===== src/rtl/spi_pkg.sv =====
// -----------------------------------------------------------------------------
// spi_pkg
//   Shared types and constants for the SPI peripheral.
//   - spi_mode_t          : {CPOL, CPHA} as driven on i_config
//   - spi_periph_state_t  : chip-select FSM states
//   - SPI_MIN_OVERSAMPLE  : minimum i_clk / SCLK ratio the edge detectors need
// -----------------------------------------------------------------------------
package spi_pkg;

    typedef struct packed {
        logic cpol;
        logic cpha;
    } spi_mode_t;

    typedef enum logic {
        IDLE,
        ACTIVE
    } spi_periph_state_t;

    localparam int SPI_MIN_OVERSAMPLE = 8;

endpackage


===== src/rtl/spi_sync.sv =====
// -----------------------------------------------------------------------------
// spi_sync
//   Multi-flop synchronizer for one asynchronous input, followed by rise/fall
//   detection on the synchronized value.
// Ports
//   i_clk, i_rst  system clock, asynchronous active-high reset
//   i_async       asynchronous input
//   o_sync        synchronized level
//   o_rise        one-cycle pulse on a 0->1 transition of o_sync
//   o_fall        one-cycle pulse on a 1->0 transition of o_sync
// Parameters
//   SYNC_STAGES   number of synchronizer flops (>= 2)
//   RST_VAL       level the chain resets to (idle level of the input)
// -----------------------------------------------------------------------------
module spi_sync #(
    parameter int   SYNC_STAGES = 2,
    parameter logic RST_VAL     = 1'b0
) (
    input  logic i_clk,
    input  logic i_rst,
    input  logic i_async,
    output logic o_sync,
    output logic o_rise,
    output logic o_fall
);

    logic [SYNC_STAGES-1:0] sync_q;
    logic                   prev_q;

    always_ff @(posedge i_clk or posedge i_rst) begin
        if (i_rst) begin
            sync_q <= {SYNC_STAGES{RST_VAL}};
            prev_q <= RST_VAL;
        end else begin
            sync_q <= {sync_q[SYNC_STAGES-2:0], i_async};
            prev_q <= sync_q[SYNC_STAGES-1];
        end
    end

    assign o_sync = sync_q[SYNC_STAGES-1];
    assign o_rise = o_sync & ~prev_q;
    assign o_fall = ~o_sync & prev_q;

endmodule


===== src/rtl/spi_peripheral.sv =====
// -----------------------------------------------------------------------------
// spi_peripheral
//   SPI target. SCLK, CS_n and MOSI are oversampled on i_clk (>= 8x SCLK),
//   words of WIDTH bits are shifted full-duplex, MSB first, in any SPI mode.
//   Local logic sees a one-entry TX buffer (valid/ready) and an RX strobe.
// Ports
//   i_clk, i_rst            system clock, asynchronous active-high reset
//   i_config[1:0]           {CPOL,CPHA}, taken only while CS_n is high
//   i_sclk, i_cs_n, i_mosi  SPI bus inputs (asynchronous)
//   o_miso, o_miso_oe       SPI data out and its drive enable
//   i_tx_data, i_tx_valid   next word to send, offered to the buffer
//   o_tx_ready              buffer empty
//   o_rx_data, o_rx_valid   last received word, one-cycle strobe per word
// Optional feature (macro SPI_PERIPH_STATUS_EN)
//   o_status[1:0]           sticky {rx_overrun, tx_underrun}
//   i_status_clr            clears status; also acknowledges the RX word
// -----------------------------------------------------------------------------
module spi_peripheral
    import spi_pkg::*;
#(
    parameter int WIDTH       = 8,
    parameter int SYNC_STAGES = 2
) (
    input  logic             i_clk,
    input  logic             i_rst,
    input  logic [1:0]       i_config,
    input  logic             i_sclk,
    input  logic             i_cs_n,
    input  logic             i_mosi,
    output logic             o_miso,
    output logic             o_miso_oe,
    input  logic [WIDTH-1:0] i_tx_data,
    input  logic             i_tx_valid,
    output logic             o_tx_ready,
    output logic [WIDTH-1:0] o_rx_data,
`ifdef SPI_PERIPH_STATUS_EN
    output logic [1:0]       o_status,
    input  logic             i_status_clr,
`endif
    output logic             o_rx_valid
);

    localparam int                CNT_W = (WIDTH > 1) ? $clog2(WIDTH) : 1;
    localparam logic [CNT_W-1:0] LAST  = CNT_W'(WIDTH - 1);

    // Synchronized bus inputs
    logic sclk_lvl_unused, sclk_rise, sclk_fall;
    logic cs_s, cs_rise, cs_fall;
    logic mosi_s, mosi_rise_unused, mosi_fall_unused;

    spi_sync #(.SYNC_STAGES(SYNC_STAGES), .RST_VAL(1'b0)) u_sync_sclk (
        .i_clk(i_clk), .i_rst(i_rst), .i_async(i_sclk),
        .o_sync(sclk_lvl_unused), .o_rise(sclk_rise), .o_fall(sclk_fall)
    );

    spi_sync #(.SYNC_STAGES(SYNC_STAGES), .RST_VAL(1'b1)) u_sync_cs (
        .i_clk(i_clk), .i_rst(i_rst), .i_async(i_cs_n),
        .o_sync(cs_s), .o_rise(cs_rise), .o_fall(cs_fall)
    );

    spi_sync #(.SYNC_STAGES(SYNC_STAGES), .RST_VAL(1'b0)) u_sync_mosi (
        .i_clk(i_clk), .i_rst(i_rst), .i_async(i_mosi),
        .o_sync(mosi_s), .o_rise(mosi_rise_unused), .o_fall(mosi_fall_unused)
    );

    // State
    spi_periph_state_t state_q, state_d;
    spi_mode_t         mode_q, mode_d;
    logic [CNT_W-1:0]  cnt_q, cnt_d;
    logic              miso_q, miso_d;
    logic              reload_q, reload_d;     // CPHA=1: next word due at next shift edge
    logic              buf_full_q, buf_full_d;
    logic [WIDTH-1:0]  rx_data_q, rx_data_d;
    logic              rx_valid_q, rx_valid_d;

    // Data-only registers (no reset needed)
    logic [WIDTH-1:0]  buf_q, buf_d;
    logic [WIDTH-1:0]  tx_sh_q, tx_sh_d;
    logic [WIDTH-1:0]  rx_sh_q, rx_sh_d;

    logic              lead, trail, sample_edge, shift_edge;
    logic [WIDTH-1:0]  next_word, rx_word;
    logic              load_word, word_done, accept;

    assign lead        = mode_q.cpol ? sclk_fall : sclk_rise;
    assign trail       = mode_q.cpol ? sclk_rise : sclk_fall;
    assign sample_edge = mode_q.cpha ? trail : lead;
    assign shift_edge  = mode_q.cpha ? lead  : trail;
    // Empty buffer at a word boundary sends all-ones.
    assign next_word   = buf_full_q ? buf_q : {WIDTH{1'b1}};
    assign rx_word     = {rx_sh_q[WIDTH-2:0], mosi_s};
    assign accept      = i_tx_valid && !buf_full_q;

    // Next-state state register
    always_ff @(posedge i_clk or posedge i_rst) begin
        if (i_rst) begin
            state_q    <= IDLE;
            mode_q     <= '0;
            cnt_q      <= '0;
            miso_q     <= 1'b1;
            reload_q   <= 1'b0;
            buf_full_q <= 1'b0;
            rx_data_q  <= '0;
            rx_valid_q <= 1'b0;
        end else begin
            state_q    <= state_d;
            mode_q     <= mode_d;
            cnt_q      <= cnt_d;
            miso_q     <= miso_d;
            reload_q   <= reload_d;
            buf_full_q <= buf_full_d;
            rx_data_q  <= rx_data_d;
            rx_valid_q <= rx_valid_d;
        end
    end

    always_ff @(posedge i_clk) begin
        buf_q   <= buf_d;
        tx_sh_q <= tx_sh_d;
        rx_sh_q <= rx_sh_d;
    end

    always_comb begin
        state_d    = state_q;
        mode_d     = mode_q;
        cnt_d      = cnt_q;
        miso_d     = miso_q;
        reload_d   = reload_q;
        buf_d      = buf_q;
        buf_full_d = buf_full_q;
        rx_data_d  = rx_data_q;
        tx_sh_d    = tx_sh_q;
        rx_sh_d    = rx_sh_q;
        load_word  = 1'b0;
        word_done  = 1'b0;

        // Mode only follows i_config while deselected, so a change mid-frame is ignored.
        if (cs_s) begin
            mode_d = i_config;
        end

        unique case (state_q)
            IDLE: begin
                if (cs_fall) begin
                    state_d   = ACTIVE;
                    load_word = 1'b1;
                    cnt_d     = '0;
                    reload_d  = 1'b0;
                    rx_sh_d   = '0;
                    if (mode_q.cpha) begin
                        // MSB appears on the first leading edge.
                        tx_sh_d = next_word;
                    end else begin
                        miso_d  = next_word[WIDTH-1];
                        tx_sh_d = next_word << 1;
                    end
                end
            end
            ACTIVE: begin
                if (cs_rise) begin
                    // Abort: partial word and shift-register contents are dropped.
                    state_d  = IDLE;
                    cnt_d    = '0;
                    reload_d = 1'b0;
                end else begin
                    if (sample_edge) begin
                        rx_sh_d = rx_word;
                        if (cnt_q == LAST) begin
                            cnt_d     = '0;
                            word_done = 1'b1;
                            rx_data_d = rx_word;
                            if (mode_q.cpha) begin
                                reload_d = 1'b1;
                            end else begin
                                load_word = 1'b1;
                                miso_d    = next_word[WIDTH-1];
                                tx_sh_d   = next_word << 1;
                            end
                        end else begin
                            cnt_d = cnt_q + CNT_W'(1);
                        end
                    end
                    if (shift_edge) begin
                        if (mode_q.cpha && reload_q) begin
                            load_word = 1'b1;
                            reload_d  = 1'b0;
                            miso_d    = next_word[WIDTH-1];
                            tx_sh_d   = next_word << 1;
                        end else if (mode_q.cpha || (cnt_q != '0)) begin
                            // CPHA=0: the trailing edge right after a word boundary
                            // must keep the freshly loaded MSB on the line.
                            miso_d  = tx_sh_q[WIDTH-1];
                            tx_sh_d = tx_sh_q << 1;
                        end
                    end
                end
            end
            default: state_d = IDLE;
        endcase

        // A word load empties the buffer; a same-cycle offer refills it.
        if (load_word) begin
            buf_full_d = 1'b0;
        end
        if (accept) begin
            buf_d      = i_tx_data;
            buf_full_d = 1'b1;
        end
    end

    assign rx_valid_d = word_done;

`ifdef SPI_PERIPH_STATUS_EN
    logic [1:0] status_q, status_d;
    logic       pending_q, pending_d;
    logic       underrun_set, overrun_set;

    assign underrun_set = load_word && !buf_full_q;
    assign overrun_set  = word_done && pending_q && !i_status_clr;

    always_comb begin
        pending_d = pending_q;
        if (i_status_clr) begin
            pending_d = 1'b0;
        end
        if (word_done) begin
            pending_d = 1'b1;
        end
        status_d = i_status_clr ? 2'b00 : status_q;
        status_d = status_d | {overrun_set, underrun_set};
    end

    always_ff @(posedge i_clk or posedge i_rst) begin
        if (i_rst) begin
            status_q  <= 2'b00;
            pending_q <= 1'b0;
        end else begin
            status_q  <= status_d;
            pending_q <= pending_d;
        end
    end

    assign o_status = status_q;
`endif

    assign o_miso     = miso_q;
    assign o_miso_oe  = ~cs_s;
    assign o_tx_ready = ~buf_full_q;
    assign o_rx_data  = rx_data_q;
    assign o_rx_valid = rx_valid_q;

endmodule


===== config.mk =====
export PLATFORM = sky130hd
export DESIGN_NAME = spi_peripheral
export DESIGN_NICKNAME = d
export VERILOG_FILES = /design/src/rtl/spi_pkg.sv /design/src/rtl/spi_sync.sv /design/src/rtl/spi_peripheral.sv
export SDC_FILE = /design/constraint.sdc
export NUM_CORES = 1
export LEC_CHECK = 0
export CORE_MARGIN = 3
export CORE_UTILIZATION = 38
export DETAILED_ROUTE_END_ITERATION = 7
export PLACE_DENSITY = 0.64
export SLEW_MARGIN = 20
export SYNTH_ARGS = -nofsm -noshare
export SYNTH_HDL_FRONTEND = slang
export SYNTH_SLANG_ARGS = --single-unit

===== constraint.sdc =====
create_clock -name i_clk -period 2.7 [get_ports i_clk]
set_input_delay 0.27 -clock i_clk [delete_from_list [all_inputs] [get_ports i_clk]]
set_output_delay 0.27 -clock i_clk [all_outputs]
set_load 0.005 [all_outputs]

==> key figures <==
STA
  – Worst slew pin tran: 788.2 ps
  – Clock Skew: 8.913 ps
  – Max Clk Rate: just over 400 MHz
  – Slew headroom: 47.45%
  – Final setup margin: 278.4 ps
  – Slew Limit Fails: 0
  – Final setup viols: 0
  – Min cycle time layout: 2422 ps
  – Tcrit/Tclk final: roughly nine tenths
  – Setup TNS: 0 ps
  – Final hold viol count: 0
  – Unrepaired setup endpoints after global routing: no

Logic synthesis
  – Largest family of logic cells by synthesized area: multiplexers
  – Async SR Flop Fraction: 53.06%
  – Syn Inst Count: 199
  – Synth Area in Simple Gates: 12.98%
  – Sequential area share after synthesis: a little over half
  – Cell Area, Synth: 2449 µm²
  – Ys Warns: 0
  – Most used DFF post-synth: edfxtp_1
  – Post-synthesis register bit count: 49
  – Area fraction in compound gates after synthesis: between 10% and 20%
  – Syn Nets: ~220
  – Yosys cell types: 41
  – XOR/XNOR Fraction of Synth Area: 0.6643%
  – Mux contribution to synthesized area: 13.75%
  – Avg Cell Area, Syn: 12.30 µm²
  – Post-synth EDFFs: 23
  – Post-synthesis adder-cell area fraction: under 10%

Power and ir drop
  – PD cells: 682.5 nW/µm²
  – Maximum vdd drop: 0.3347 mV
  – Leak: around 1.2 nW

Die
  – Core area: 6096 µm²
  – Initial Utilization: 40.17%
  – IO Pins: 28
  – Die area: 7443 µm²
  – DIE WIDTH: ~86 µm
  – Die Ht: 86.27 µm
  – Core Rows: 28

CTS
  – Clock slew at reported path FFs: 90 ps
  – Clk Latency, worst-skew pair: 300 ps
  – Clock sink count: 49
  – Post-CTS Hold Buffers: 0
  – Max H-tree Level: 2
  – Postcts setup bufs: 0
  – Post-CTS sizing: 0
  – TritonCTS clock tree: done
  – Clock buffer depth: 2
  – CTS Buf Count: 5
  – Clock Tree Root: clkbuf_8

Routing
  – Vias/cell: around 5.4
  – Remaining DRCs: 0
  – Via count: 1667
  – Initial DRC count: 150
  – Drt wl/cell: roughly 16 µm
  – Post-route antenna net violation count: 0
  – Router iterations before antenna repair: 4
  – Final wirelength: 4896 µm

Global route
  – M3 GR Usage: 3.137%
  – Vias in the first global route: between 1500 and 2000
  – Gr busiest metal: met2
  – First-pass GRT wire length: 8211 µm
  – Largest net degree at the start of global routing: 27
  – Met1 Track Usage GR: 18.84%
  – Grt ovf: 0
  – Global-route met2 utilization: 22.42%
  – GRT Resource Usage Total: 13.83%
  – Initial antenna violation count: 0

Place
  – Setup slack at placement: around 310 ps
  – Buffers on Ports: 27
  – DP HPWL: 3439 µm
  – Gpl congestion: 0.7647

Critical path
  – Crit-path max FO: 9
  – WP data arrival: 2450 ps
  – Worst Setup End Kind: register
  – Critical Path Source Type: register
  – Worst Path Required: between 2000 and 3000 ps
  – CP Class: reg -> reg

Layout
  – Commonest non-fill, non-tap cells in the layout: 27 x clkdlybuf4s50_1, 23 x edfxtp_1, 22 x dfrtp_1
  – Final #Nets: 254
  – Final design utilization: between 40% and 50%
  – Share of layout cells above drive strength 1: 17.37%
  – Ant diodes: 0
  – Most common cell after layout, fill and taps aside: clkdlybuf4s50_1
  – Area Overhead vs Synth: 19.93%

Hold path
  – Worst hold-check path type: in -> async

Run status
  – Status: finished, final reports clean

Flow run
  – Number of max-cap violations: 0
synthesized netlist by cell type (all sizes together) (2+ instances only):
library cell / count / area share [%]
edfxtp: 23 / 28
nand3b: 2 / 0.61
nor2b: 3 / 0.77
ha: 3 / 1.5
a21boi: 2 / 1.1
a211oi: 3 / 0.92
clkbuf: 5 / 0.77
dfrtp: 22 / 22
mux2i: 13 / 5.3
dfstp: 4 / 4.3
inv: 10 / 1.5
buf: 2 / 0.41
nand2b: 11 / 2.8
and2b: 3 / 0.92
nor3b: 2 / 0.61
nor3: 3 / 0.61
a32oi: 6 / 2.1
a22o: 6 / 2.1
a21oi: 7 / 1.4
o21ai: 7 / 1.4
mux2: 18 / 8.4
a22oi: 5 / 1.5
nor2: 10 / 1.5
nand2: 7 / 1.1
and2: 9 / 2.3
nand3: 2 / 0.41
state kept, by name (all words and copies together), names as in the netlist, 2 cells and up:
name	cells
u_sync_cs.sync_q	2
u_sync_sclk.sync_q	2
tx_sh_q	8
o_rx_data	8
mode_q	2
u_sync_mosi.sync_q	2
rx_sh_q	7
buf_q	8
cnt_q	3
path summary, 6_finish.rpt:
check                                 startpoint               endpoint  slack, ps  cells past startpoint
setup reg to reg                        cnt_q[0]             tx_sh_q[3]        280                      7
hold / removal                             i_rst                state_q        320                      3
setup / recovery                        cnt_q[0]             tx_sh_q[3]        280                      7
hold reg to reg            u_sync_sclk.sync_q[0]  u_sync_sclk.sync_q[1]        360                      0
max in group asynchronous                  i_rst    u_sync_cs.sync_q[0]       2080                      3
min in group i_clk         u_sync_sclk.sync_q[0]  u_sync_sclk.sync_q[1]        360                      0
metrics by stage:
step | hold WS [ps] | instances | area (µm²) | total power [mW]
after floorplan | 274.5 | 199 | 2449 | 1.380
after global placement | 334.6 | 303 | 2851 | 1.570
after detailed placement | 344.3 | 303 | 2851 | 1.583
after CTS | 328.4 | 311 | 2937 | 2.021
after global routing | 363.9 | 311 | 2937 | 2.124
final | 318.5 | 311 | 2937 | 2.004
area by class of cell:
| cell class | count | area (µm²) |
|---|---|---|
| clock inverters | 1 | 8.758 |
| clock buffers | 7 | 76.32 |
| inverters | 10 | 37.54 |
| multi-input cells | 133 | 1036 |
| well taps | 75 | 93.84 |
| repair buffers | 36 | 337.8 |
| fillers | 578 | 3159 |
| flip-flops and latches | 49 | 1346 |
layer usage:
metal | wire (µm) | up-vias
li1 | - | 804
met1 | 2410 | 827
met2 | 2267 | 31
met3 | 166 | 5
met4 | 53 | 0
met5 | 0 | -
cells by family (layout without fill, tap and decap cells):
group	Yosys count	after routing
XOR/XNOR	1	1
AND/OR/NAND/NOR	54	54
adder cells (fa/ha/maj)	3	3
multiplexers	31	31
AO/OA/AOI/OAI	44	44
buffers and inverters	17	54
flip-flops	49	49
power breakdown:
| part | leakage (nW) | internal, mW | total, mW | switching [mW] |
|---|---|---|---|---|
| clock network | 0.0424 | 0.186 | 0.435 | 0.249 |
| logic | 0.601 | 0.278 | 0.544 | 0.267 |
| registers | 0.544 | 0.925 | 1.03 | 0.0998 |
| total | 1.19 | 1.39 | 2.00 | 0.615 |
critical path, stage by stage, from the launching register on:
cell and delay [ps]:
dfrtp_1 400, ha_1 160, ha_1 230, nor2b_1 280, a21boi_4 390, mux2_2 380
a32oi_1 200, a22oi_1 90
(Power assumes the default switching activity.)
